`config.mk`:
```
export PLATFORM = sky130hd
export DESIGN_NAME = unified_mem_arbiter
export DESIGN_NICKNAME = d
export VERILOG_FILES = /design/src/rtl/unified_mem_arbiter.sv
export SDC_FILE = /design/constraint.sdc
export NUM_CORES = 1
export LEC_CHECK = 0
export CAP_MARGIN = 20
export CORE_ASPECT_RATIO = 1.1
export CORE_MARGIN = 1.5
export CORE_UTILIZATION = 45
export DETAILED_ROUTE_END_ITERATION = 8
export PLACE_DENSITY = 0.79
export SLEW_MARGIN = 20
export SYNTH_ARGS = -nofsm -noshare
export SYNTH_HDL_FRONTEND = slang
export SYNTH_SLANG_ARGS = --single-unit
```
`constraint.sdc`:
```
create_clock -name clk -period 6.5 [get_ports clk]
set_input_delay 0.975 -clock clk [delete_from_list [all_inputs] [get_ports clk]]
set_output_delay 0.975 -clock clk [all_outputs]
set_load 0.03 [all_outputs]
```
`src/rtl/unified_mem_arbiter.sv`:
```
// unified_mem_arbiter: arbitrates one fixed-latency single-port RAM between
// instruction fetch (IF) and the data port (DM). Each access passes through
// IDLE -> ISSUE -> WAIT -> DONE. Every output comes from a register, so the
// outputs for a state appear in the cycle after the state-register cycle.
module unified_mem_arbiter #(
    parameter int DATA_WIDTH  = 32,
    parameter int ADDR_WIDTH  = 32,
    parameter int MEM_LATENCY = 2
) (
    input  logic                    clk,
    input  logic                    rst,
    input  logic                    if_req_i,
    input  logic [ADDR_WIDTH-1:0]   if_addr_i,
    input  logic                    if_abort_i,
    output logic [DATA_WIDTH-1:0]   if_rdata_o,
    output logic                    if_ready_o,
    input  logic                    dm_req_i,
    input  logic                    dm_we_i,
    input  logic [ADDR_WIDTH-1:0]   dm_addr_i,
    input  logic [DATA_WIDTH-1:0]   dm_wdata_i,
    input  logic [DATA_WIDTH/8-1:0] dm_be_i,
    output logic [DATA_WIDTH-1:0]   dm_rdata_o,
    output logic                    dm_ready_o,
    output logic                    mem_req_o,
    output logic                    mem_we_o,
    output logic [ADDR_WIDTH-1:0]   mem_addr_o,
    output logic [DATA_WIDTH-1:0]   mem_wdata_o,
    output logic [DATA_WIDTH/8-1:0] mem_be_o,
    input  logic [DATA_WIDTH-1:0]   mem_rdata_i
);

    localparam int BE_WIDTH = DATA_WIDTH / 8;
    localparam logic GRANT_IF = 1'b0;
    localparam logic GRANT_DM = 1'b1;
    localparam logic [3:0] CNT_LOAD = 4'(MEM_LATENCY - 1);

    typedef enum logic [1:0] {
        ST_IDLE,
        ST_ISSUE,
        ST_WAIT,
        ST_DONE
    } state_t;

    state_t                  state_q, state_d;
    logic                    grant_q, grant_d;
    logic                    last_grant_q, last_grant_d;
    logic                    abort_q, abort_d;
    logic [3:0]              cnt_q, cnt_d;
    logic                    we_q, we_d;
    logic [DATA_WIDTH-1:0]   hold_q, hold_d;

    logic [DATA_WIDTH-1:0]   if_rdata_q, if_rdata_d;
    logic                    if_ready_q, if_ready_d;
    logic [DATA_WIDTH-1:0]   dm_rdata_q, dm_rdata_d;
    logic                    dm_ready_q, dm_ready_d;
    logic                    mem_req_q, mem_req_d;
    logic                    mem_we_q, mem_we_d;
    logic [ADDR_WIDTH-1:0]   mem_addr_q, mem_addr_d;
    logic [DATA_WIDTH-1:0]   mem_wdata_q, mem_wdata_d;
    logic [BE_WIDTH-1:0]     mem_be_q, mem_be_d;

    // A requester whose ready pulse is visible this cycle still shows its old
    // request level, so it must not be granted again on this edge.
    logic if_elig, dm_elig, pick_dm, if_abort_hit;
    assign if_elig      = if_req_i & ~if_ready_q;
    assign dm_elig      = dm_req_i & ~dm_ready_q;
    assign pick_dm      = dm_elig & (~if_elig | (last_grant_q == GRANT_IF));
    assign if_abort_hit = (grant_q == GRANT_IF) & if_abort_i;

    // Next-state and registered-output computation for the access sequencer.
    always_comb begin
        state_d      = state_q;
        grant_d      = grant_q;
        last_grant_d = last_grant_q;
        abort_d      = abort_q;
        cnt_d        = cnt_q;
        we_d         = we_q;
        hold_d       = hold_q;
        if_rdata_d   = if_rdata_q;
        if_ready_d   = 1'b0;
        dm_rdata_d   = dm_rdata_q;
        dm_ready_d   = 1'b0;
        mem_req_d    = 1'b0;
        mem_we_d     = 1'b0;
        mem_addr_d   = mem_addr_q;
        mem_wdata_d  = mem_wdata_q;
        mem_be_d     = mem_be_q;

        case (state_q)
            ST_IDLE: begin
                if (if_elig || dm_elig) begin
                    abort_d = 1'b0;
                    state_d = ST_ISSUE;
                    if (pick_dm) begin
                        grant_d     = GRANT_DM;
                        mem_addr_d  = dm_addr_i;
                        mem_wdata_d = dm_wdata_i;
                        mem_be_d    = dm_be_i;
                        we_d        = dm_we_i;
                    end else begin
                        grant_d     = GRANT_IF;
                        mem_addr_d  = if_addr_i;
                        mem_wdata_d = '0;
                        mem_be_d    = '1;
                        we_d        = 1'b0;
                    end
                end
            end
            ST_ISSUE: begin
                mem_req_d = 1'b1;
                mem_we_d  = we_q;
                cnt_d     = CNT_LOAD;
                abort_d   = abort_q | if_abort_hit;
                state_d   = ST_WAIT;
            end
            ST_WAIT: begin
                abort_d = abort_q | if_abort_hit;
                if (cnt_q == 4'd0) begin
                    hold_d  = mem_rdata_i;
                    state_d = ST_DONE;
                end else begin
                    cnt_d = cnt_q - 4'd1;
                end
            end
            ST_DONE: begin
                // A flush arriving in the final cycle still cancels the fetch.
                if (grant_q == GRANT_IF) begin
                    if (!(abort_q | if_abort_i)) begin
                        if_ready_d = 1'b1;
                        if_rdata_d = hold_q;
                    end
                end else begin
                    dm_ready_d = 1'b1;
                    if (!we_q) begin
                        dm_rdata_d = hold_q;
                    end
                end
                last_grant_d = grant_q;
                abort_d      = 1'b0;
                state_d      = ST_IDLE;
            end
            default: begin
                state_d = ST_IDLE;
            end
        endcase
    end

    // State and output registers; reset abandons any in-flight access.
    always_ff @(posedge clk or posedge rst) begin
        if (rst) begin
            state_q      <= ST_IDLE;
            grant_q      <= GRANT_IF;
            last_grant_q <= GRANT_IF;
            abort_q      <= 1'b0;
            cnt_q        <= 4'd0;
            we_q         <= 1'b0;
            hold_q       <= '0;
            if_rdata_q   <= '0;
            if_ready_q   <= 1'b0;
            dm_rdata_q   <= '0;
            dm_ready_q   <= 1'b0;
            mem_req_q    <= 1'b0;
            mem_we_q     <= 1'b0;
            mem_addr_q   <= '0;
            mem_wdata_q  <= '0;
            mem_be_q     <= '0;
        end else begin
            state_q      <= state_d;
            grant_q      <= grant_d;
            last_grant_q <= last_grant_d;
            abort_q      <= abort_d;
            cnt_q        <= cnt_d;
            we_q         <= we_d;
            hold_q       <= hold_d;
            if_rdata_q   <= if_rdata_d;
            if_ready_q   <= if_ready_d;
            dm_rdata_q   <= dm_rdata_d;
            dm_ready_q   <= dm_ready_d;
            mem_req_q    <= mem_req_d;
            mem_we_q     <= mem_we_d;
            mem_addr_q   <= mem_addr_d;
            mem_wdata_q  <= mem_wdata_d;
            mem_be_q     <= mem_be_d;
        end
    end

    assign if_rdata_o  = if_rdata_q;
    assign if_ready_o  = if_ready_q;
    assign dm_rdata_o  = dm_rdata_q;
    assign dm_ready_o  = dm_ready_q;
    assign mem_req_o   = mem_req_q;
    assign mem_we_o    = mem_we_q;
    assign mem_addr_o  = mem_addr_q;
    assign mem_wdata_o = mem_wdata_q;
    assign mem_be_o    = mem_be_q;

endmodule

```
==> results of run 1 <==
## sequential cells by signal, summed over array words and instances, names as in the netlist
| name | cells |
|---|---|
| mem_we_o | 1 |
| mem_addr_o | 32 |
| if_ready_o | 1 |
| if_rdata_o | 32 |
| we_q | 1 |
| state_q | 2 |
| abort_q | 1 |
| dm_ready_o | 1 |
| grant_q | 1 |
| cnt_q | 4 |
| mem_be_o | 4 |
| mem_req_o | 1 |
| hold_q | 32 |
| dm_rdata_o | 32 |
| last_grant_q | 1 |
| mem_wdata_o | 32 |
## cells by family (layout without fill, tap and decap cells)
family                   count (synthesis)  count (layout)  synth area share (%)
AND/OR/NAND/NOR                         56              56                 6.161
AO/OA/AOI/OAI                          145             145                 15.05
multiplexers                           100             100                 14.87
flip-flops                             178             178                 58.96
adder cells (fa/ha/maj)                  6               6                0.9937
buffers and inverters                   55             319                 3.958
## final cells by class
class                      count  area (sq um)  share of cell area, %
multi-input combinational    307          2823                  25.75
inverter                       7         31.28                 0.2854
timing repair buffer         280          2793                  25.48
sequential                   178          4454                  40.64
clock buffer                  18         439.2                  4.007
clock inverter                14         165.2                  1.507
tap                          204         255.2                  2.329
## power by group
group | total [mW] | internal (mW) | switching, mW | leakage, nW
registers | 2.01 | 1.66 | 0.349 | 2.16
logic | 3.04 | 1.43 | 1.61 | 2.19
clock network | 1.03 | 0.559 | 0.473 | 0.293
## layer usage
| layer | up-vias | GRT usage, % |
|---|---|---|
| met1 | 2905 | 28.37 |
| met2 | 256 | 39.52 |
| met5 | - | 0 |
| li1 | 2540 | - |
| met3 | 25 | 8.025 |
| met4 | 0 | 6.655 |
## cells in the mapped netlist (all sizes together)
cell     count  share of area, %
dfrtp      178                59
mux2        98                15
o21ai       37               2.5
and3b       34               3.9
a22o        33               3.8
a221oi      32               3.7
a2bb2oi     32               3.7
buf         26               2.5
clkbuf      22               1.1
inv          7              0.35
ha           6              0.99
nand2b       5              0.51
o22a         5              0.58
nor3         4              0.41
nor2b        3              0.25
a21o         2              0.20
and2         2              0.17
mux2i        2              0.26
nor2         2             0.099
a21oi        1              0.22
a311oi       1              0.12
a32oi        1              0.12
nand2        1             0.050
nand3        1             0.066
nand3b       1             0.099
nor4b        1              0.31
nor4bb       1              0.13
o32a         1              0.13
or3b         1              0.12
## worst max-delay path by stage
stage | cells after the start | end | from | slack [ns]
2_1_floorplan | 1 | abort_q | rst | 0.69
3_3_place_gp | 4 | mem_be_o[0] | dm_req_i | 2.66
3_5_place_dp | 4 | mem_addr_o[20] | dm_req_i | 2.49
4_1_cts | 4 | mem_addr_o[20] | dm_req_i | 2.97
5_1_grt | 4 | mem_addr_o[23] | dm_req_i | 2.69
6_report | 4 | mem_be_o[1] | dm_req_i | 2.87
## critical path, stage by stage
cell	delay, ns
sky130_fd_sc_hd__clkdlybuf4s50_1	1.16
sky130_fd_sc_hd__nand2b_4	0.59
sky130_fd_sc_hd__a21oi_4	0.98
sky130_fd_sc_hd__o22a_1	0.24
## through the flow
| step | hold slack [ns] | instance area (sq um) | setup slack, ns | util (%) |
|---|---|---|---|---|
| 2_1_floorplan | 0.4710 | 7555 | 0.6947 | - |
| 3_5_place_dp | 0.4873 | 10360 | 2.495 | 63.27 |
| 6_report | 0.5072 | 10960 | 2.869 | 66.96 |
| 5_1_grt | 0.5161 | 10960 | 2.694 | 66.96 |
| 3_3_place_gp | 0.4725 | 10340 | 2.661 | 63.17 |
| 4_1_cts | 0.5034 | 10960 | 2.966 | 66.96 |
==> out/results.env, run 1 <==
RUN_STATUS='finished, final reports clean'
SLEW_VIOL_FINAL=0
CRITICAL_PATH_PEAK_FANOUT=68
POSTCTSHOLDBUFS=0
CLKSINKCOUNT=178
CELL_DEPTH_OF_THE_WORST_HOLD_PATH=1
HOLD_VIOL=0
NUM_IO_PINS=274
TIMING.RR.END='mem_be_o[1]'
SYNTH-SEQ-CELLS=178
FIN_TNS_SETUP_NS=0
TIMING.MAX_SLEW.REL_SLACK_PCT=27.31
KIND_OF_START_POINT_OF_THE_CRITICAL_PATH='primary input'
LAYOUT_MIN_CYCLE_TIME_NS=3.631
SYNTH_CELLS=540
DR_TOP_LAYER='met4'
ANTENNA_CELLS_INSERTED=0
PNR_TOTAL_POWER_mW=6.074
DIEAREA_SQ_UM=17580
SYNTHESIS.AREA_PER_INSTANCE_SQ_UM=13.99
PORT_BUFFERS=273
CLOCK_SKEW_NS=0.01280
CTS.CLK_SLEW.WORST_PATHS_NS=0.07
SETUP_VIOLATIONS=0
NETLIST_AREA_SQ_UM=7555
DRT_PRE_ANTENNA_ITERS=5
GRT_PASS1_VIAS=6115
DRIVE_ABOVE_1_SHARE_PCT=18.03
FP.DIEH_UM=138.9
ROUTED_METAL_1_WIRE_LENGTH_UM=8139
WORST-R2R-CELL-COUNT=3
FLOORPLAN.INITIALDENSITY_PCT=46.15
VIA_TO_CELL_RATIO=5.681
LAYOUT_COMMONEST_CELL='sky130_fd_sc_hd__clkdlybuf4s50_1'
PIN_COUNT_OF_THE_BIGGEST_NET_ENTERING_GLOBAL_ROUTING=112
CRITICAL_PATH_CAPTURE_POINT_TYPE='flop'
WORST_MARGIN_SLEW_NS=1.090
GRT_OVERFLOW_TOTAL=0
PEAKVDDDROP_mV=0.3257
DETAILEDPLACEMENTHPWL_UM=13890
MAXIMUM_BUFFER_DEPTH_OF_THE_CLOCK_TREE=2
WORST_HOLD_PATH.ENDPOINT='dm_rdata_o[24]'
FMAX_GHz=0.2754
ROUTEDWLPERCELL_UM=20.25
NUMPLACEDINSTANCES=976
ANTENNA_VIOLATING_NETS_POST_ROUTE=0
WORST-R2R-SETUP-SLACK_NS=3.85
NUMBER_OF_ANTENNA_VIOLATIONS_AT_THE_FIRST_CHECK_IN_GLOBAL_ROUTING=0
FLOORPLAN.CORE_AREA_SQ_UM=16370
CTS_TREE='built'
POST_CTS_RESIZED=0
NETS=935
REMAINING_DRC_ERRORS=0
SYNTH_SEQ_AREA_SHARE_PCT=58.96
SYN2LAYOUT_AREA_GROWTH_PCT=45.08
LEAKAGE_COMPONENT_OF_THE_POWER_nW=4.640
ROOT_BUFFER='sky130_fd_sc_hd__clkbuf_16'
STD_CELL_ROWS=49
CTS_MAX_LEVEL=4
CRITICAL_PATH_REQUIRED_TIME_NS=6.86
FIN_CELLS=1008
SYNTH.NET_COUNT=684
WORST_SKEW_PAIR.LATE_LATENCY_NS=0.43
ROUTE.MET2.WL_UM=10180
POSTCTSSETUPBUFFERS=0
NUM_VIAS=5726
TIMING.HOLD.WORST.CLASS='flop to flop'
CAP_VIOL_MAX_COUNT=0
GPL.FINAL_WEIGHTED_CONGESTION=0.8229
SYNTHDISTINCTLIBCELLS=37
GRT_FIRST_PASS_WIRELENGTH_UM=32450
POWER_PER_CELL_AREA_nW_PER_UM2=554.1
R2R-START='dm_ready_o'
FINAL_CELL_MIX='sky130_fd_sc_hd__clkdlybuf4s50_1 (273), sky130_fd_sc_hd__dfrtp_1 (178), sky130_fd_sc_hd__mux2_2 (96), sky130_fd_sc_hd__o21ai_0 (36), sky130_fd_sc_hd__and3b_1 (34)'
TOTAL_LENGTH_OF_ROUTED_WIRES_UM=20420
WORSTHOLDSTART='dm_rdata_o[24]'
FLOORPLAN.DIE.WIDTH_UM=126.5
RSZ_0062_RAISED_AFTER_GLOBAL_ROUTING='no'
DETAIL_ROUTE.ITER0.VIOLATIONS=328
SETUP.WORST_PATH.CLASS='primary input to flop'
N_FILL_CELL=1180
CRIT_ARRIVAL_NS=3.99
MET3_LENGTH_UM=1747
GROUTE.USAGE.OVERALL_PCT=23.35
FINAL.PERIOD_UTILIZATION_PCT=55.86
SYNTH-WARNING-COUNT=0
NUMBER_OF_CLOCK_BUFFERS_INSERTED_BY_TRITONCTS=17
Power figures use the tool's default switching activity.
==> run 2: changes to the inputs <==
--- a/config.mk
+++ b/config.mk
@@ -8,9 +8,9 @@
 export CAP_MARGIN = 20
 export CORE_ASPECT_RATIO = 1.1
 export CORE_MARGIN = 1.5
-export CORE_UTILIZATION = 45
+export CORE_UTILIZATION = 41
 export DETAILED_ROUTE_END_ITERATION = 8
-export PLACE_DENSITY = 0.79
+export PLACE_DENSITY = 0.75
 export SLEW_MARGIN = 20
 export SYNTH_ARGS = -nofsm -noshare
 export SYNTH_HDL_FRONTEND = slang
==> constraint.sdc (replaced) <==
create_clock -name clk -period 3.1 [get_ports clk]
set_input_delay 0.465 -clock clk [delete_from_list [all_inputs] [get_ports clk]]
set_output_delay 0.465 -clock clk [all_outputs]
set_load 0.03 [all_outputs]
==> out/results.env, run 2 (same netlist as run 1, synthesis figures left out) <==
RUN_STATUS='finished, final reports clean'
TOTAL_LENGTH_OF_ROUTED_WIRES_UM=21000
TIMING.HOLD.WORST.CLASS='flop to flop'
NUM_VIAS=5743
GRT_FIRST_PASS_WIRELENGTH_UM=33620
ANTENNA_VIOLATING_NETS_POST_ROUTE=0
POSTPLACECELLAREA_SQ_UM=10540
LEAKAGE_COMPONENT_OF_THE_POWER_nW=4.693
R2R-START='state_q[0]'
DETAIL_ROUTE.ITER0.VIOLATIONS=235
CRIT_ARRIVAL_NS=1.75
SYN2LAYOUT_AREA_GROWTH_PCT=47.09
SHARE_SEQ_OF_TOTAL_POWER_PCT=32.9
COMB_POWER_SHARE_PCT=50.5
WORST_PATH_DOMINANT_CELL_FAMILY='buffers and inverters'
SWITCHINGPOWER_mW=5.078
MAXIMUM_BUFFER_DEPTH_OF_THE_CLOCK_TREE=2
CLKSINKCOUNT=178
RSZ_0062_RAISED_AFTER_GLOBAL_ROUTING='no'
POWER.SWITCHING_FRACTION_PCT=39.92
POST_CTS_RESIZED=0
VIA_TO_CELL_RATIO=5.459
ROUTEDWLPERCELL_UM=19.96
SLEW_VIOL_FINAL=0
NUMPLACEDINSTANCES=1020
POWER_PER_CELL_AREA_nW_PER_UM2=1145
CRITICAL_PATH_CAPTURE_POINT_TYPE='output port'
LAYOUT_COMMONEST_CELL='sky130_fd_sc_hd__clkdlybuf4s50_1'
GRT_OVERFLOW_TOTAL=0
CLOCK_POWER_SHARE_PCT=16.5
FP.DIEH_UM=145.4
POSTLAYOUTCELLAREA_SQ_UM=11110
GROUTE.USAGE.OVERALL_PCT=21.99
PIN_COUNT_OF_THE_BIGGEST_NET_ENTERING_GLOBAL_ROUTING=40
CTS_MAX_LEVEL=4
ANTENNA_CELLS_INSERTED=0
N_FILL_CELL=1357
DETAILEDPLACEMENTHPWL_UM=14790
WORST_MARGIN_SLEW_NS=0.8840
LAYOUT_MIN_CYCLE_TIME_NS=2.216
DRT_PRE_ANTENNA_ITERS=5
FLOORPLAN.INITIALDENSITY_PCT=42.28
REMAINING_DRC_ERRORS=0
KIND_OF_START_POINT_OF_THE_CRITICAL_PATH='flop'
SETUP_VIOLATIONS=0
DIEAREA_SQ_UM=19250
NUMBER_OF_CLOCK_BUFFERS_INSERTED_BY_TRITONCTS=17
CRIT_CHAIN='clkdlybuf4s50_1'
FINAL_CELL_MIX='sky130_fd_sc_hd__clkdlybuf4s50_1 (273), sky130_fd_sc_hd__dfrtp_1 (178), sky130_fd_sc_hd__mux2_2 (96), sky130_fd_sc_hd__o21ai_0 (36), sky130_fd_sc_hd__and3b_1 (34)'
CTS_TREE='built'
FINAL.PERIOD_UTILIZATION_PCT=71.47
PEAKVDDDROP_mV=0.6177
PNR_TOTAL_POWER_mW=12.72
CRITICAL_PATH_REQUIRED_TIME_NS=2.63
GRT_PASS1_VIAS=6083
NUMBER_OF_ANTENNA_VIOLATIONS_AT_THE_FIRST_CHECK_IN_GLOBAL_ROUTING=0
POSTCTSHOLDBUFS=0
CAP_VIOL_MAX_COUNT=0
FIN_TNS_SETUP_NS=0
STARTPOINT='dm_ready_o'
SLOWEST_STAGE='sky130_fd_sc_hd__clkdlybuf4s50_1'
INTERNAL-POWER_mW=7.643
FINAL_CORE_UTILIZATION_PCT=62.19
NUM_IO_PINS=274
PORT_BUFFERS=273
WORSTHOLDSTART='if_rdata_o[26]'
STD_CELL_ROWS=51
WORST_SKEW_PAIR.LATE_LATENCY_NS=0.42
FIN_CELLS=1052
GPL.FINAL_WEIGHTED_CONGESTION=0.8529
HOLD_VIOL=0
CRITICAL_PATH_PEAK_FANOUT=14
ROOT_BUFFER='sky130_fd_sc_hd__clkbuf_16'
CP_SLOWEST_STAGE_DELAY_NS=0.77
CTS.CLK_SLEW.WORST_PATHS_NS=0.07
TIMING.MAX_SLEW.REL_SLACK_PCT=40.94
POSTCTSSETUPBUFFERS=0
FLOORPLAN.CORE_AREA_SQ_UM=17870
SETUP.WORST_PATH.CLASS='flop to output port'
FMAX_GHz=0.4514
NETS=945
DRIVE_ABOVE_1_SHARE_PCT=18.92
CLOCK_SKEW_NS=0.008838
FLOORPLAN.DIE.WIDTH_UM=132.4
CRITICAL_PATH.N_BUFFERS_INVERTERS=1
run 2: changes by cell type in the layout (fill, tap and decap cells not counted), sizes merged:
cell / before / now
buf: 7 / 17
clkinv: 5 / 2
clkinvlp: 1 / 3
inv: 14 / 15
run 2: layer usage:
layer | wire, um | GRT usage (%)
met1 | 8198 | 26.22
met2 | 10610 | 37.75
met3 | 1816 | 7.175
met4 | 367 | 6.978
met5 | 0 | 0
run 2: worst paths after layout:
check	to	slack, ns	depth (start not counted)
worst max register to register	hold_q[26]	0.98	5
worst max-delay path	dm_ready_o	0.88	1
max in group asynchronous	state_q[1]	1.82	3
min in group asynchronous	dm_rdata_o[30]	0.59	2
worst min register to register	if_rdata_o[26]	0.48	1
worst min-delay path	if_rdata_o[26]	0.48	1
run 2: power groups by stage:
| stage | sequential (mW) | clock (mW) | combinational, mW |
|---|---|---|---|
| after floorplan | 5.78 | 0 | 2.27 |
| after global placement | 4.13 | 0 | 6.30 |
| after detailed placement | 4.23 | 0 | 6.45 |
| after CTS | 4.20 | 2.16 | 6.48 |
| after global routing | 4.34 | 2.26 | 6.77 |
| final | 4.19 | 2.10 | 6.43 |
run 2: stage by stage:
step           worst slack [ns]  hold WS (ns)
4_1_cts                  0.8727        0.4898
5_1_grt                  0.8102        0.5177
3_5_place_dp             0.7705        0.4746
3_3_place_gp             0.8660        0.4719
6_report                 0.8844        0.4846
2_1_floorplan            0.3544        0.4710
run 2: final cells by class:
type | instances | area [sq um] | share of cell area (%)
clock buffer | 18 | 429.2 | 3.862
clock inverter | 14 | 142.6 | 1.284
inverter | 7 | 30.03 | 0.2702
multi-input combinational | 307 | 2823 | 25.40
sequential | 178 | 4454 | 40.09
tap | 238 | 297.8 | 2.680
timing repair buffer | 290 | 2935 | 26.42
==> run 3: changes to the inputs <==
--- a/config.mk
+++ b/config.mk
@@ -8,9 +8,9 @@
 export CAP_MARGIN = 20
 export CORE_ASPECT_RATIO = 1.1
 export CORE_MARGIN = 1.5
-export CORE_UTILIZATION = 41
+export CORE_UTILIZATION = 45
 export DETAILED_ROUTE_END_ITERATION = 8
-export PLACE_DENSITY = 0.75
+export PLACE_DENSITY = 0.79
 export SLEW_MARGIN = 20
 export SYNTH_ARGS = -nofsm -noshare
 export SYNTH_HDL_FRONTEND = slang
==> constraint.sdc (replaced) <==
create_clock -name clk -period 2.1 [get_ports clk]
set_input_delay 0.315 -clock clk [delete_from_list [all_inputs] [get_ports clk]]
set_output_delay 0.315 -clock clk [all_outputs]
set_load 0.03 [all_outputs]
==> out/results.env, run 3 (same netlist as run 1, synthesis figures left out) <==
RUN_STATUS='finished, final reports clean'
GPL.FINAL_WEIGHTED_CONGESTION=0.8190
DRT_PRE_ANTENNA_ITERS=4
LAYOUT_MIN_CYCLE_TIME_NS=2.037
RSZ_0062_RAISED_AFTER_GLOBAL_ROUTING='no'
DRIVE_ABOVE_1_SHARE_PCT=19.04
LEAKAGE_COMPONENT_OF_THE_POWER_nW=4.708
FLOORPLAN.DIE.WIDTH_UM=126.5
CRITICAL_PATH_CAPTURE_POINT_TYPE='output port'
FP.DIEH_UM=138.9
DETAILEDPLACEMENTHPWL_UM=14160
NUMBER_OF_ANTENNA_VIOLATIONS_AT_THE_FIRST_CHECK_IN_GLOBAL_ROUTING=0
MULTI_INPUT_COMB_AREA_SQ_UM=2823
TIMING.HOLD.WORST.CLASS='primary input to asynchronous set/reset pin'
CTS_MAX_LEVEL=4
WORST_SKEW_PAIR.LATE_LATENCY_NS=0.42
CTS_TREE='built'
CRITICAL_PATH.N_BUFFERS_INVERTERS=1
FIN_TNS_SETUP_NS=0
ANTENNA_VIOLATING_NETS_POST_ROUTE=0
GROUTE.USAGE.OVERALL_PCT=23.26
SETUP_VIOLATIONS=0
CRITICAL_PATH_REQUIRED_TIME_NS=1.78
PIN_COUNT_OF_THE_BIGGEST_NET_ENTERING_GLOBAL_ROUTING=88
CRITICAL_PATH_PEAK_FANOUT=20
WHS_NS=0.1858
POWER_PER_CELL_AREA_nW_PER_UM2=1700
SLEW_VIOL_FINAL=0
MAXIMUM_BUFFER_DEPTH_OF_THE_CLOCK_TREE=2
GRT_OVERFLOW_TOTAL=0
NUM_VIAS=5733
POSTPLACECELLAREA_SQ_UM=10580
KIND_OF_START_POINT_OF_THE_CRITICAL_PATH='flop'
NUM_IO_PINS=274
TOTAL_LENGTH_OF_ROUTED_WIRES_UM=20410
SLOWEST_STAGE='sky130_fd_sc_hd__clkdlybuf4s50_1'
DETAIL_ROUTE.ITER0.VIOLATIONS=302
WORST_MARGIN_SLEW_NS=0.4975
FINAL_CELL_MIX='sky130_fd_sc_hd__clkdlybuf4s50_1 (273), sky130_fd_sc_hd__dfrtp_1 (177), sky130_fd_sc_hd__mux2_2 (96), sky130_fd_sc_hd__o21ai_0 (36), sky130_fd_sc_hd__and3b_1 (34)'
FINALWORSTSETUPSLACK_NS=0.06254
CTS.CLK_SLEW.WORST_PATHS_NS=0.06
FMAX_GHz=0.4908
WORST_PATH_DOMINANT_CELL_FAMILY='buffers and inverters'
REMAINING_DRC_ERRORS=0
TIMING.MAX_SLEW.REL_SLACK_PCT=66.79
FLOORPLAN.INITIALDENSITY_PCT=46.15
CLKSINKCOUNT=178
SYN2LAYOUT_AREA_GROWTH_PCT=47.57
NUMBER_OF_CLOCK_BUFFERS_INSERTED_BY_TRITONCTS=17
POSTLAYOUTCELLAREA_SQ_UM=11150
GRT_FIRST_PASS_WIRELENGTH_UM=32330
ROOT_BUFFER='sky130_fd_sc_hd__clkbuf_16'
DPL_WORST_SLACK_NS=0.1759
DIEAREA_SQ_UM=17580
CRIT_CHAIN='clkdlybuf4s50_1'
SEQ_AREA_SQ_UM=4456
CP_SLOWEST_STAGE_DELAY_NS=0.74
NETS=947
N_FILL_CELL=1166
CLOCK_SKEW_NS=0.008547
GRT_PASS1_VIAS=6201
PEAKVDDDROP_mV=0.9897
ANTENNA_CELLS_INSERTED=0
PORT_BUFFERS=273
LAYOUT_COMMONEST_CELL='sky130_fd_sc_hd__clkdlybuf4s50_1'
ROUTEDWLPERCELL_UM=20.05
CRIT_ARRIVAL_NS=1.72
FINAL.PERIOD_UTILIZATION_PCT=97.02
FLOORPLAN.CORE_AREA_SQ_UM=16370
SETUP.WORST_PATH.CLASS='flop to output port'
STD_CELL_ROWS=49
CAP_VIOL_MAX_COUNT=0
HOLD_VIOL=0
VIA_TO_CELL_RATIO=5.632
## run 3: cell types whose count changed in the layout (fill, tap and decap cells not counted), sizes merged
cell / delta
clkbuf: +1
clkinv: -1
buf: +2
bufinv: +1
clkinvlp: +3
inv: -6
## run 3: repair_timing
| item | in CTS | in global routing |
|---|---|---|
| setup buffers | 0 | 0 |
| resized for setup | 1 | 0 |
| endpoints found under the setup margin | 1 | 0 |
| hold buffers | 0 | 0 |
## run 3: path summary, 6_finish.rpt
path                                      from         endpoint  slack [ns]  depth (start not counted)
worst max-delay path                dm_ready_o       dm_ready_o        0.06                          1
worst min-delay path                       rst  mem_wdata_o[17]        0.19                          2
worst max register to register        cnt_q[0]       state_q[1]        0.19                          5
worst min register to register  mem_wdata_o[5]   mem_wdata_o[5]        0.50                          1
max in group asynchronous                  rst    if_rdata_o[0]        1.24                          3
min in group clk                 if_addr_i[19]   mem_addr_o[19]        0.47                          3
## run 3: power by group
| part | total [mW] | switching, mW | internal (mW) |
|---|---|---|---|
| Clock | 3.07 | 1.29 | 1.78 |
| Combinational | 9.67 | 5.07 | 4.60 |
| Sequential | 6.21 | 1.08 | 5.14 |
| Total | 19.0 | 7.44 | 11.5 |
## run 3: per-layer routing
metal | up-vias | wire [um] | GRT usage (%)
li1 | 2560 | - | -
met5 | - | 0 | 0
met3 | 39 | 1778 | 7.253
met4 | 0 | 482 | 7.925
met2 | 286 | 10120 | 39.95
met1 | 2848 | 8023 | 27.66
## run 3: final cells by class
cell class                 instances  area share, %
inverter                           7         0.2694
clock inverter                    11          1.156
sequential                       178          39.97
timing repair buffer             292          27.03
multi-input combinational        307          25.32
tap                              204          2.290
clock buffer                      19          3.973
## run 3: stage by stage
step	power (mW)	std cells	utilization (%)
4_1_cts	19.10	1018	68.10
5_1_grt	19.88	1018	68.10
3_3_place_gp	15.55	988	64.60
6_report	18.95	1018	68.10
2_1_floorplan	11.90	540	-
3_5_place_dp	15.94	988	64.60
